**config.mk**
```make
export PLATFORM = sky130hd
export DESIGN_NAME = interface_hcsr04
export DESIGN_NICKNAME = d
export VERILOG_FILES = /design/src/rtl/interface_hcsr04.sv
export SDC_FILE = /design/constraint.sdc
export NUM_CORES = 1
export LEC_CHECK = 0
export BUFFER_PORTS_ARGS = -buffer_cell sky130_fd_sc_hd__buf_2
export CAP_MARGIN = 20
export CELL_PAD_IN_SITES_DETAIL_PLACEMENT = 1
export CELL_PAD_IN_SITES_GLOBAL_PLACEMENT = 1
export CORE_MARGIN = 2
export CORE_UTILIZATION = 49
export CTS_CLUSTER_SIZE = 20
export DETAILED_ROUTE_END_ITERATION = 16
export PLACE_DENSITY_LB_ADDON = 0.1
export SLEW_MARGIN = 15
export SYNTH_ARGS = -nofsm -noshare
export SYNTH_HDL_FRONTEND = slang
export SYNTH_SLANG_ARGS = --single-unit
```
**constraint.sdc**
```tcl
create_clock -name clock -period 4 [get_ports clock]
set_clock_uncertainty 0.2 [all_clocks]
set_input_delay 0.8 -clock clock [delete_from_list [all_inputs] [get_ports clock]]
set_output_delay 0.8 -clock clock [all_outputs]
set_load 0.005 [all_outputs]
```
**src/rtl/interface_hcsr04.sv**
```systemverilog
// HC-SR04 ultrasonic ranger controller. It fires a 10 us trigger, times the echo pulse and reports the distance in cm as 3 BCD digits.
// Latency: trigger rises 2 cycles after medir's rising edge is sampled; pronto rises 2 cycles after the synchronized echo falls.
// Backpressure: none. Result is held with pronto=1 until the next medir edge; optional watchdog macro INTERFACE_HCSR04_TIMEOUT_EN.
module interface_hcsr04 #(
  parameter int CYCLES_PER_CM  = 2941,
  parameter int TRIGGER_CYCLES = 500
`ifdef INTERFACE_HCSR04_TIMEOUT_EN
  , parameter int TIMEOUT_CYCLES = 2000000
`endif
) (
  input  logic        clock,
  input  logic        reset,
  input  logic        medir,
  input  logic        echo,
  output logic        trigger,
  output logic [11:0] medida,
  output logic        pronto,
  output logic [3:0]  db_estado
);

  // One shared counter times the trigger pulse and then the per-cm echo slices.
  localparam int CNT_MAX = (CYCLES_PER_CM > TRIGGER_CYCLES) ? CYCLES_PER_CM : TRIGGER_CYCLES;
  localparam int CNT_W   = $clog2(CNT_MAX + 1);
  localparam logic [CNT_W-1:0] TRIG_LAST = CNT_W'(TRIGGER_CYCLES - 1);
  localparam logic [CNT_W-1:0] CM_LAST   = CNT_W'(CYCLES_PER_CM - 1);
  // Half a centimetre of residual rounds up (1471 for the 2941-cycle cm).
  localparam logic [CNT_W-1:0] CM_HALF   = CNT_W'((CYCLES_PER_CM + 1) / 2);

  typedef enum logic [3:0] {
    INICIAL       = 4'h0,
    PREPARA       = 4'h1,
    ENVIA_TRIGGER = 4'h2,
    ESPERA_ECHO   = 4'h3,
    MEDINDO       = 4'h4,
    ARMAZENA      = 4'h5,
    FINAL         = 4'h6
`ifdef INTERFACE_HCSR04_TIMEOUT_EN
    , TIMEOUT     = 4'hF
`endif
  } state_t;

  state_t           state;
  state_t           next_state;
  logic             medir_q;
  logic             medir_rise;
  logic             echo_s1;
  logic             echo_s2;
  logic [CNT_W-1:0] cnt;
  logic [11:0]      bcd;

  // Saturating BCD increment: decimal carry per digit, sticks at 999.
  function automatic logic [11:0] bcd_inc(input logic [11:0] v);
    logic [11:0] r;
    r = v;
    if (v == 12'h999) begin
      r = v;
    end else if (v[3:0] != 4'd9) begin
      r[3:0] = v[3:0] + 4'd1;
    end else begin
      r[3:0] = 4'd0;
      if (v[7:4] != 4'd9) begin
        r[7:4] = v[7:4] + 4'd1;
      end else begin
        r[7:4]  = 4'd0;
        r[11:8] = v[11:8] + 4'd1;
      end
    end
    return r;
  endfunction

  assign medir_rise = medir & ~medir_q;
  assign db_estado  = state;

  // Remember last medir sample for edge detection; 2-FF synchronizer for the async echo.
  always_ff @(posedge clock or negedge reset) begin
    if (!reset) begin
      medir_q <= 1'b0;
      echo_s1 <= 1'b0;
      echo_s2 <= 1'b0;
    end else begin
      medir_q <= medir;
      echo_s1 <= echo;
      echo_s2 <= echo_s1;
    end
  end

`ifdef INTERFACE_HCSR04_TIMEOUT_EN
  localparam int WD_W = $clog2(TIMEOUT_CYCLES);
  localparam logic [WD_W-1:0] WD_LAST = WD_W'(TIMEOUT_CYCLES - 1);
  logic [WD_W-1:0] wd_cnt;

  // Watchdog runs only while waiting for echo and restarts on every other state.
  always_ff @(posedge clock or negedge reset) begin
    if (!reset) begin
      wd_cnt <= '0;
    end else if (state == ESPERA_ECHO) begin
      wd_cnt <= wd_cnt + WD_W'(1);
    end else begin
      wd_cnt <= '0;
    end
  end
`endif

  // State register.
  always_ff @(posedge clock or negedge reset) begin
    if (!reset) begin
      state <= INICIAL;
    end else begin
      state <= next_state;
    end
  end

  // Next-state logic; medir edges only matter in INICIAL and FINAL.
  always_comb begin
    next_state = state;
    case (state)
      INICIAL:       if (medir_rise) next_state = PREPARA;
      PREPARA:       next_state = ENVIA_TRIGGER;
      ENVIA_TRIGGER: if (cnt == TRIG_LAST) next_state = ESPERA_ECHO;
      ESPERA_ECHO: begin
        // Level check: an echo already high on entry is accepted at once.
        if (echo_s2) begin
          next_state = MEDINDO;
        end
`ifdef INTERFACE_HCSR04_TIMEOUT_EN
        else if (wd_cnt == WD_LAST) begin
          next_state = TIMEOUT;
        end
`endif
      end
      MEDINDO:       if (!echo_s2) next_state = ARMAZENA;
      ARMAZENA:      next_state = FINAL;
      FINAL:         if (medir_rise) next_state = PREPARA;
`ifdef INTERFACE_HCSR04_TIMEOUT_EN
      TIMEOUT:       next_state = FINAL;
`endif
      default:       next_state = INICIAL;
    endcase
  end

  // Cycle counter and BCD distance counter; every synchronized echo-high cycle is counted.
  always_ff @(posedge clock or negedge reset) begin
    if (!reset) begin
      cnt <= '0;
      bcd <= 12'h000;
    end else begin
      case (state)
        PREPARA: begin
          cnt <= '0;
          bcd <= 12'h000;
        end
        ENVIA_TRIGGER: begin
          // Wraps back to 0 on exit so the echo timing starts clean.
          cnt <= (cnt == TRIG_LAST) ? '0 : cnt + CNT_W'(1);
        end
        ESPERA_ECHO, MEDINDO: begin
          if (echo_s2) begin
            if (cnt == CM_LAST) begin
              cnt <= '0;
              bcd <= bcd_inc(bcd);
            end else begin
              cnt <= cnt + CNT_W'(1);
            end
          end
        end
        default: begin
          cnt <= cnt;
          bcd <= bcd;
        end
      endcase
    end
  end

  // Result register: loaded only in ARMAZENA, with round-half-up on the residual.
  always_ff @(posedge clock or negedge reset) begin
    if (!reset) begin
      medida <= 12'h000;
    end else if (state == ARMAZENA) begin
      medida <= (cnt >= CM_HALF) ? bcd_inc(bcd) : bcd;
    end
  end

  // Registered trigger and pronto outputs.
  always_ff @(posedge clock or negedge reset) begin
    if (!reset) begin
      trigger <= 1'b0;
      pronto  <= 1'b0;
    end else begin
      trigger <= (state == ENVIA_TRIGGER);
      pronto  <= (next_state == FINAL);
    end
  end

endmodule

```
Word level (Yosys, flattened, before mapping)
Cells that the tools add are included.
{"block": "word_totals", "register_bits": 45, "word_cells": 55, "output_inout_bits": 18, "input_bits": 4}
{"block": "classes", "bitwise": 2, "order_cmp": 1, "eq_ne": 14, "n_reduce_logical": 7, "n_addsub": 4, "mux": 18}
{"op": "12-bit two-way mux", "n": 7}
{"op": "12-bit case mux with 3 select lines", "n": 1}
{"op": "4-bit two-way mux", "n": 7}
{"op": "12-bit equality test (second input constant)", "n": 2}
{"op": "12-bit case mux with 2 select lines", "n": 1}
{"op": "4-bit case mux with 6 select lines", "n": 1}
{"op": "4-bit by 3-bit equality test with 1-bit output (second input constant)", "n": 4}
{"op": "12-bit by 1-bit adder with 12-bit output (second input constant)", "n": 1}
{"op": "4-bit by 1-bit adder with 4-bit output (second input constant)", "n": 3}
{"op": "12-bit by 9-bit equality test with 1-bit output (second input constant)", "n": 1}
{"op": "12-bit by 11-bit greater-or-equal comparator with 1-bit output (second input constant)", "n": 1}
{"op": "4-bit by 2-bit equality test with 1-bit output (second input constant)", "n": 2}
{"op": "8-bit two-way mux", "n": 1}
{"op": "4-bit inequality test (second input constant)", "n": 2}
{"op": "4-bit by 1-bit equality test with 1-bit output (second input constant)", "n": 1}
{"op": "4-bit zero test", "n": 1}
{"op": "2-bit inequality test (second input constant)", "n": 2}
{"op": "2-bit OR reduction", "n": 2}
{"op": "3-bit AND reduction", "n": 1}
{"op": "3-bit nonzero test", "n": 1}
{"op": "2-bit AND reduction", "n": 1}
{"op": "2-bit nonzero test", "n": 1}
{"op": "1-bit bitwise AND", "n": 1}
{"op": "1-bit NOT", "n": 1}

Depth between registers and ports, before layout
Gate-level depths: netlist of run 1.
{"block": "logic_depth", "depth_word": 7, "ltp_mapped": 8, "depth_no_buf": 7}

Worst setup path after synthesis of run 1
OpenSTA, ideal clock, no wires.
{"block": "synth_path", "kind": "flip-flop to flip-flop", "start": "register cnt[0]", "end": "register cnt[9]", "synth_period_minus_slack_ns": 2.127, "setup_ns": 0.121, "n_path_buf": 1, "path_stages_with_launch": 9, "required_time_ns": 3.679, "arrival_time_ns": 1.806, "slack_ns": 1.873, "path_cell_list": "dfrtp_1 inv_1 ha_1 nand3b_1 nor3_1 o21a_1 buf_2 o21ai_0 a22o_2"}
{"block": "synth_via", "elab_chain_len": 4, "word_cells_on_any_way": 7, "classes_between": "add/sub: 1; eq/ne: 2; mux: 4"}
{"item": "from (decl)", "line_no": "48", "rtl": "logic [CNT_W-1:0] cnt;"}
{"item": "from (signal assigned)", "line_no": "154", "rtl": "cnt <= (cnt == TRIG_LAST) ? '0 : cnt + CNT_W'(1);"}
{"item": "from (signal assigned)", "line_no": "162", "rtl": "cnt <= cnt + CNT_W'(1);"}
{"item": "from (signal assigned)", "line_no": "167", "rtl": "cnt <= cnt;"}
{"item": "12-bit by 1-bit adder with 12-bit output or 12-bit equality test (tied branches)", "line_no": "154, 162, 158"}
{"item": "12-bit two-way mux", "line_no": "158", "rtl": "if (cnt == CM_LAST) begin"}
{"item": "12-bit two-way mux", "line_no": "157", "rtl": "if (echo_s2) begin"}
{"item": "12-bit case mux with 3 select lines (*)", "line_no": "147", "rtl": "case (state)"}
Mark *: on every way between the ends. The rest lies on a longest branch, timed or not. The select of a mux whose other input is x is not followed.
A chain may end at the register's enable or synchronous reset.

Worst setup path in the final report of run 1
{"block": "layout_path", "start": "register state[2], in the netlist db_estado[2]", "end": "register cnt[6]"}
{"block": "layout_via", "elab_chain_len": 4, "word_cells_on_any_way": 9, "classes_between": "eq/ne: 5; mux: 1; reduce/logical: 3"}
{"item": "from (decl)", "line_no": "42", "rtl": "state_t state;"}
{"item": "from (signal assigned)", "line_no": "109", "rtl": "state <= next_state;"}
{"item": "4-bit by 3-bit equality test with 1-bit output or 4-bit by 2-bit equality test with 1-bit output (tied branches)", "line_no": "147"}
{"item": "2-bit OR reduction", "line_no": "147"}
{"item": "2-bit inequality test (no source line) or 3-bit nonzero test (tied branches)"}
{"item": "2-bit AND reduction (no source line)"}
Parallel ways exist; a longest one is shown, timed or not.

==> results.tsv, run 1 <==
metric	value	unit
status	complete, no violations	
placed cell area	2738	µm²
Post-synth EDFFs	0	
slowest stage delay, CP	610	ps
Max FO, Critical Path	16	
CTS max path bufs	2	
CTS clock-pin slew for the worst setup and hold paths	90	ps
Worst EP required	4040	ps
final setup vio count	0	
main flop type after synthesis	dfrtp_1	
input/output buffers	21	
Starting Density	51.00	%
Synth Register Bits	45	
Hold WC Path Type	reg2reg	
I/O pins	22	
initial antenna violation count	0	
Placeable Area	5107	µm²
kind of critical path	reg2reg	
Die Width	76.92	µm
crit end category	flip-flop	
H-tree levels	2	
commonest non-fill, non-tap cell in the layout	dfrtp_1	
area share of the largest cell type after synthesis	43.23	%
Syn Nets	298	
max_slew headroom	49.45	%
final RePlAce weighted congestion	0.7884	
Worst-Skew Late Latency	310	ps
cts repair resizes	0	
Synth Cell Area	2605	µm²
post-route DRC violation count	0	
fin nets	311	
DR WL/cell	18.49	µm
Fmax	370.8	MHz
Max-Cap Viols	0	
critical-path cell list	or3b_1 > a21o_1 > o21a_1 > nor2_2 > a22o_1	
Reg-to-Reg Start	db_estado[2]	
family with the most delay on the worst path	compound AO/OA/AOI/OAI gates	
part of the cycle the worst path needs	67.43	%
reg2reg end	cnt[6]	
flop2flop setup slack	1300	ps
DRT Pass-1 Iters	4	
mean number of vias per cell	6.045	
DIE HEIGHT	76.92	µm
sequential-to-total area share from yosys stat	43.23	%
Area Growth Syn to Fin	11.00	%
Hold Buf Count CTS	0	
Buf/Inv on CP	0	
post-route cell area	2892	µm²
hold_sp	echo_s1	
largest net degree at the start of global routing	46	
Layout Cells excl Fill	374	
TritonCTS Buffers	5	
most frequent cells in the layout	dfrtp_1 (45), o21ai_0 (34), nand2_1 (24), nor2_1 (21), buf_2 (21)	
Warnings, synthesis	0	
Final HPWL DP	4.476	mm
maximum vdd drop	177.9	µV
dpl cells	365	
Synth cell types	63	
number of routed nets with antenna violations	0	
initial detailed-routing violation count	122	
pwr dens	331.8	nW/µm²
Fillers	606	
CTS Sinks	45	
fraction of layout cells with a size suffix above 1	14.80	%
CTS root buf	clkbuf_8	
CP Launch Type	flip-flop	
Post-synth ARST share	100.0	%
most area-consuming cells after synthesis	dfrtp_1 (43%), o21ai_0 (6.5%), nand2_1 (3.5%), nor2_1 (3.0%), a21oi_1 (2.5%)	
Max Slew Vio Count	0	
final WL	6.917	mm
# rows	26	
Worst-Margin Slew	755.5	ps
setup TNS	0	ps
final-report hold violation count	0	
R2R cell count	5	
DIE AREA	5916	µm²
Via Count	2261	
vias in the first global route	2271	
grt ovf	0	
static leakage	1.270	nW
RSZ-0062 raised after global routing	false	
hold path endpoint	echo_s2	
first-pass GRT wire length	11.93	mm
GRT Total Usage	25.03	%
Syn Inst Count	290	
# diodes	0	
slowest stage cell, crit path	dfrtp_1	
Avg Inst Size Synth	8.983	µm²
CTS tree	yes	
critical path arrival	2740	ps
postcts setup bufs	0	
Final Core Density	56.61	%
Min-Delay Path Depth	0	
post-synth top area cell	dfrtp_1	
Final min period	2697	ps
## layout make-up
| class | instances | area, µm² | area share, % |
|---|---|---|---|
| Timing Repair Buffer | 25 | 147.6 | 5.106 |
| Clock buffer | 5 | 68.82 | 2.380 |
| Clock inverter | 3 | 65.06 | 2.250 |
| Multi-Input combinational cell | 220 | 1374 | 47.51 |
| Tap cell | 70 | 87.58 | 3.029 |
| Inverter | 6 | 22.52 | 0.7789 |
| Sequential cell | 45 | 1126 | 38.94 |
## kinds of logic after synthesis
logic type,count (synthesis),share of synthesized area (%)
fa+ha+maj,4,1.921
simple gates,119,26.27
other cells,1,0.1440
buf+inv,25,4.034
compound gates,93,23.20
flops,45,43.23
mux,3,1.201
## per-stage QoR
step	total power [mW]	hold slack, ps	worst slack (ps)
2_1_floorplan	0.5235	131.2	1873
3_3_place_gp	0.5476	136.1	1456
3_5_place_dp	0.5503	143.4	1380
4_1_cts	0.9603	164.6	1345
5_1_grt	0.9946	169.8	1151
6_report	0.9594	159.3	1303
## state kept, by name, indices dropped and copies added, names as in the netlist
name       cells
bcd           12
cnt           12
db_estado      4
echo_s1        1
echo_s2        1
medida        12
medir_q        1
pronto         1
trigger        1
## per-layer routing
layer | part of all wire (%) | global-route usage [%] | wire [µm]
met1 | 48 | 34.55 | 3286
met5 | 0 | 0 | 0
met2 | 48 | 41.23 | 3348
met4 | 0.94 | 6.182 | 65
met3 | 3.1 | 4.000 | 217
## cell usage after synthesis (6+ instances only)
| cell | instances |
|---|---|
| a21oi_1 | 13 |
| a22o_1 | 7 |
| a31oi_1 | 7 |
| clkbuf_1 | 12 |
| dfrtp_1 | 45 |
| inv_1 | 6 |
| nand2_1 | 24 |
| nand3_1 | 10 |
| nand3b_1 | 6 |
| nor2_1 | 21 |
| nor3_1 | 7 |
| o21ai_0 | 34 |
| o31ai_1 | 7 |
## how the worst max path moves through the flow
| stage | from | end | slack [ps] | depth (start not counted) |
|---|---|---|---|---|
| floorplan | cnt[0] | cnt[9] | 1870 | 8 |
| global placement | db_estado[2] | cnt[0] | 1460 | 5 |
| detailed placement | db_estado[2] | cnt[6] | 1380 | 5 |
| CTS | db_estado[2] | cnt[3] | 1350 | 5 |
| global route | db_estado[2] | cnt[6] | 1150 | 5 |
| finish | db_estado[2] | cnt[6] | 1300 | 5 |
## worst reg2reg max path, cell delays in order (launching register included)
cell and delay (ps):
dfrtp_1 610, or3b_1 450, a21o_1 350, o21a_1 400
nor2_2 400, a22o_1 230
## report_power, final
group | internal (mW) | leakage, nW | total (mW) | switching [mW]
Combinational | 0.0266 | 0.584 | 0.0660 | 0.0395
Clock | 0.248 | 0.0681 | 0.415 | 0.167
Sequential | 0.463 | 0.618 | 0.478 | 0.0145
Total | 0.738 | 1.27 | 0.959 | 0.221
Power figures use the tool's default switching activity.
==> inputs of run 2 (changes only) <==
--- a/config.mk
+++ b/config.mk
@@ -10,7 +10,7 @@
 export CELL_PAD_IN_SITES_DETAIL_PLACEMENT = 1
 export CELL_PAD_IN_SITES_GLOBAL_PLACEMENT = 1
 export CORE_MARGIN = 2
-export CORE_UTILIZATION = 49
+export CORE_UTILIZATION = 46
 export CTS_CLUSTER_SIZE = 20
 export DETAILED_ROUTE_END_ITERATION = 16
 export PLACE_DENSITY_LB_ADDON = 0.1
==> constraint.sdc (replaced) <==
create_clock -name clock -period 2.8 [get_ports clock]
set_clock_uncertainty 0.2 [all_clocks]
set_input_delay 0.56 -clock clock [delete_from_list [all_inputs] [get_ports clock]]
set_output_delay 0.56 -clock clock [all_outputs]
set_load 0.005 [all_outputs]
==> run 2 against run 1 <==
Net effect:
- combinational power up 67%
- sequential power rose by 41%
- worst hold slack worse by 2.0 ps
==> results.tsv, run 2 (same netlist as run 1, synthesis figures left out) <==
metric	value	unit	change
status	complete, no violations		
final setup vio count	0		unchanged
Fillers	645		+6.4%
fraction of layout cells with a size suffix above 1	16.93	%	+2.1 points
Max-Cap Viols	0		unchanged
fin nets	320		+2.9%
Max FO, Critical Path	17		+1
Final HPWL DP	4.852	mm	+8.4%
Regs by FF count	bcd (12), cnt (12), medida (12)		
max_slew headroom	66.75	%	+17 points
CTS root buf	clkbuf_8		
input/output buffers	21		unchanged
static leakage	1.297	nW	+2.1%
CTS clock-pin slew for the worst setup and hold paths	90	ps	about the same
placed cell area	2808	µm²	+2.6%
pwr dens	442.3	nW/µm²	+33%
critical-path cell list	ha_1 > nand3_1 > o31ai_2 > a21oi_1 > buf_4 > or4_1 > a31oi_1		
H-tree levels	2		unchanged
most frequent cells in the layout	dfrtp_1 (45), o21ai_0 (34), nand2_1 (24), nor2_1 (21), buf_2 (21)		
Tot Pwr	1.297	mW	+35%
TritonCTS Buffers	5		unchanged
Die Width	79.26	µm	+3.0%
commonest non-fill, non-tap cell in the layout	dfrtp_1		
DRT Pass-1 Iters	4		unchanged
crit end category	flip-flop		
Fmax	405.2	MHz	+9.3%
RSZ-0062 raised after global routing	false		
DIE AREA	6281	µm²	+6.2%
slowest stage cell, crit path	or4_1		
Worst EP required	2830	ps	-1210 ps
post-route cell area	2933	µm²	+1.4%
Max Slew Vio Count	0		unchanged
CTS max path bufs	2		unchanged
dpl cells	376		+3.0%
vias in the first global route	2295		+1.1%
Final min period	2468	ps	-229.3 ps
Worst-Skew Late Latency	310	ps	about the same
slowest stage delay, CP	480	ps	-130 ps
DR WL/cell	18.14	µm	-1.9%
kind of critical path	reg2reg		
post-route DRC violation count	0		unchanged
Area Growth Syn to Fin	12.58	%	
CTS tree	yes		
maximum vdd drop	268.6	µV	+51%
largest net degree at the start of global routing	30		-35%
initial antenna violation count	0		unchanged
initial detailed-routing violation count	163		+34%
CP Launch Type	flip-flop		
grt ovf	0		unchanged
Layout Cells excl Fill	385		+2.9%
Placeable Area	5473	µm²	+7.2%
first-pass GRT wire length	11.76	mm	-1.5%
number of routed nets with antenna violations	0		unchanged
Via Count	2345		+3.7%
critical path arrival	2500	ps	-240 ps
Worst-Margin Slew	491.8	ps	-263.7 ps
postcts setup bufs	0		unchanged
final RePlAce weighted congestion	0.8383		+6.3%
Starting Density	47.60	%	-3.4 points
Hold WC Path Type	in2reg		
GRT Total Usage	23.84	%	-1.2 points
setup TNS	0	ps	unchanged
final-report hold violation count	0		unchanged
# rows	27		+3.8%
part of the cycle the worst path needs	88.14	%	+21 points
Final Core Density	53.59	%	-3.0 points
# diodes	0		unchanged
mean number of vias per cell	6.091		+0.75%
DIE HEIGHT	79.26	µm	+3.0%
CTS Sinks	45		unchanged
final WL	6.982	mm	+0.94%
I/O pins	22		unchanged
[run 2: worst max-delay path: cells and delay by family, from the launching register on]
family | cells | cell delay (ps)
AND/OR/NAND/NOR | 2 | 730
AO/OA/AOI/OAI | 3 | 590
flip-flops | 1 | 410
adder cells (fa/ha/maj) | 1 | 270
buffers and inverters | 1 | 200
[run 2: final cells by class]
type                       count  area, µm²  area share [%]
sequential                    45       1126           38.40
timing repair buffer          34      205.2           6.997
inverter                       6      22.52          0.7679
multi-input combinational    220       1374           46.84
tap                           72      90.09           3.072
clock buffer                   5      68.82           2.346
clock inverter                 3      46.29           1.578
[run 2: worst paths after layout]
check / startpoint / end / slack, ps / cells after the start
setup / recovery: cnt[0] / medida[10] / 330 / 7
hold / removal: echo / echo_s1 / 160 / 1
setup reg to reg: cnt[0] / medida[10] / 330 / 7
hold reg to reg: echo_s1 / echo_s2 / 190 / 0
max in group asynchronous: reset / bcd[10] / 1140 / 3
min in group asynchronous: reset / db_estado[3] / 510 / 2
[run 2: layer usage]
layer	global-route usage, %	vias to the layer above	share of wire, %
met4	6.034	0	1.1
met2	37.46	28	47
li1	-	1125	-
met1	34.42	1185	50
met5	0	-	0
met3	3.750	7	2.3
[run 2: where the power goes]
| part | internal [mW] | total (mW) | leakage [nW] | switching [mW] |
|---|---|---|---|---|
| Clock | 0.267 | 0.512 | 0.0543 | 0.245 |
| Sequential | 0.662 | 0.674 | 0.618 | 0.0119 |
| Combinational | 0.0442 | 0.110 | 0.624 | 0.0662 |
| Total | 0.974 | 1.30 | 1.30 | 0.323 |
[run 2: repair_timing]
item | CTS | global route
resized for setup | 0 | 0
hold endpoints to repair | 16 | 0
hold buffers | 1 | 0
[run 2: through the flow]
step,hold slack [ps],setup slack (ps)
global route,149.0,119.6
detailed placement,177.3,378.1
finish,157.3,332.1
CTS,155.1,345.1
global placement,136.8,436.2
floorplan,64.41,672.6
==> inputs of run 3 (changes only) <==
--- a/config.mk
+++ b/config.mk
@@ -9,12 +9,12 @@
 export CAP_MARGIN = 20
 export CELL_PAD_IN_SITES_DETAIL_PLACEMENT = 1
 export CELL_PAD_IN_SITES_GLOBAL_PLACEMENT = 1
+export CORE_ASPECT_RATIO = 1.1
 export CORE_MARGIN = 2
 export CORE_UTILIZATION = 46
 export CTS_CLUSTER_SIZE = 20
 export DETAILED_ROUTE_END_ITERATION = 16
 export PLACE_DENSITY_LB_ADDON = 0.1
-export SLEW_MARGIN = 15
 export SYNTH_ARGS = -nofsm -noshare
 export SYNTH_HDL_FRONTEND = slang
 export SYNTH_SLANG_ARGS = --single-unit
==> run 3 against run 2 <==
Net effect:
- critical endpoint unchanged
- non-clock buffer count decreased by 2
- cell count unchanged
- largest cell class unchanged
- critical path depth unchanged
- largest power group unchanged
- global-route usage is 1.9 points lower
- die area is essentially flat
- clock power shrank 20%
- utilization down 0.36 points
- sequential power is 0.7% higher
- worst setup slack better by 65 ps
- sequential share of layout area is 0.57 points higher
- first-iteration DRC count fell by 21%
==> results.tsv, run 3 (same netlist as run 1, synthesis figures left out) <==
metric	value	unit	change
status	complete, no violations		
Final min period	2403	ps	-65.16 ps
kind of critical path	reg2reg		
final WL	6.526	mm	-6.5%
setup TNS	0	ps	unchanged
Regs by FF count	bcd (12), cnt (12), medida (12)		
commonest non-fill, non-tap cell in the layout	dfrtp_1		
Tot Pwr	1.187	mW	-8.5%
H-tree levels	2		unchanged
Starting Density	47.97	%	+0.37 points
CTS clock-pin slew for the worst setup and hold paths	80	ps	about the same
CP Depth	7		unchanged
input/output buffers	21		unchanged
Worst-Skew Late Latency	290	ps	-20 ps
Worst EP required	2810	ps	-20 ps
initial antenna violation count	0		unchanged
static leakage	1.276	nW	-1.6%
Via Count	2286		-2.5%
Max-Cap Viols	0		unchanged
flop2flop setup slack	400	ps	+70 ps
most frequent cells in the layout	dfrtp_1 (45), o21ai_0 (34), nand2_1 (24), nor2_1 (21), buf_2 (21)		
reg2reg end	medida[10]		
slowest stage cell, crit path	or4_1		
cts repair resizes	0		unchanged
# diodes	0		unchanged
fraction of layout cells with a size suffix above 1	16.13	%	-0.80 points
Max Slew Vio Count	0		unchanged
max_slew headroom	60.98	%	-5.8 points
Hold Buf Count CTS	0		-1
initial detailed-routing violation count	129		-21%
CP startpoint	cnt[0]		
number of routed nets with antenna violations	0		unchanged
CTS tree	yes		
Hold WC Path Type	in2async		
maximum vdd drop	237.1	µV	-12%
Worst-Margin Slew	585.3	ps	+93.50 ps
final RePlAce weighted congestion	0.8236		-1.8%
postcts setup bufs	0		unchanged
CTS max path bufs	2		unchanged
CP endpoint	medida[10]		
DIE AREA	6282	µm²	about the same
CTS root buf	clkbuf_8		
DRT Pass-1 Iters	4		unchanged
Buf/Inv on CP	1		unchanged
critical path arrival	2410	ps	-90 ps
mean number of vias per cell	5.938		-2.5%
family with the most delay on the worst path	simple AND/OR/NAND/NOR gates		
CP Launch Type	flip-flop		
pwr dens	410.8	nW/µm²	-7.1%
multi-input logic area	1374	µm²	unchanged
final-report hold violation count	0		unchanged
vias in the first global route	2251		-1.9%
DIE HEIGHT	82.93	µm	+4.6%
critical-path cell list	ha_1 > nand3_1 > o31ai_2 > a21oi_1 > buf_4 > or4_1 > a31oi_1		
I/O pins	22		unchanged
Fillers	659		+2.2%
largest net degree at the start of global routing	46		+53%
slowest stage delay, CP	470	ps	about the same
# rows	28		+3.7%
grt ovf	0		unchanged
TritonCTS Buffers	5		unchanged
final setup vio count	0		unchanged
R2R cell count	7		unchanged
register area	1126	µm²	unchanged
Placeable Area	5430	µm²	-0.78%
RSZ-0062 raised after global routing	false		
Area Growth Syn to Fin	10.95	%	
Reg-to-Reg Start	cnt[0]		
Fmax	416.2	MHz	+2.7%
post-route DRC violation count	0		unchanged
crit end category	flip-flop		
Final HPWL DP	4.665	mm	-3.9%
fin nets	318		-0.63%
first-pass GRT wire length	10.85	mm	-7.7%
Max FO, Critical Path	17		unchanged
part of the cycle the worst path needs	85.81	%	-2.3 points
Die Width	75.75	µm	-4.4%
CTS Sinks	45		unchanged
DR WL/cell	16.95	µm	-6.5%
GRT Total Usage	21.97	%	-1.9 points
==> run 3: changes by cell type in the layout (fill, tap and decap cells not counted) <==
cell           previous run  this run
clkinv_4                  1         0
clkinvlp_4                1         0
clkbuf_1                  0         1
bufinv_16                 1         0
dlygate4sd3_1             1         0
clkbuf_8                  5         6
buf_4                    12        11
==> run 3: how the worst min path moves through the flow <==
stage	to	slack, ps	cells past startpoint
2_1_floorplan	bcd[0]	60	0
3_3_place_gp	echo_s2	140	0
4_1_cts	echo_s1	160	1
6_report	bcd[2]	140	2
5_1_grt	echo_s1	160	1
3_5_place_dp	echo_s2	140	0
==> run 3: per-stage QoR <==
| step | cells | instance area [µm²] | util (%) | hold slack [ps] | setup WS, ps |
|---|---|---|---|---|---|
| floorplan | 290 | 2605 | - | 64.41 | 672.6 |
| global placement | 378 | 2804 | 51.64 | 144.4 | 542.3 |
| detailed placement | 378 | 2804 | 51.64 | 144.9 | 417.3 |
| CTS | 385 | 2890 | 53.23 | 162.9 | 392.1 |
| global route | 385 | 2890 | 53.23 | 162.8 | 269.8 |
| finish | 385 | 2890 | 53.23 | 143.0 | 397.2 |
==> run 3: where the power goes <==
| part | switching, mW | leakage [nW] | internal, mW |
|---|---|---|---|
| Sequential | 0.0168 | 0.618 | 0.662 |
| Combinational | 0.0594 | 0.614 | 0.0409 |
| Clock | 0.212 | 0.0443 | 0.196 |
==> run 3: metal layers <==
| metal | wire length, µm | track usage, % |
|---|---|---|
| met5 | 0 | 0 |
| met4 | 78 | 5.582 |
| met3 | 101 | 3.155 |
| met2 | 3402 | 38.40 |
| met1 | 2944 | 27.55 |
==> run 3: final cells by class <==
cell class	count	area share, %
Multi-Input combinational cell	220	47.53
Sequential cell	45	38.96
Timing Repair Buffer	32	6.494
Tap cell	75	3.247
Clock buffer	7	2.987
Inverter	6	0.7792
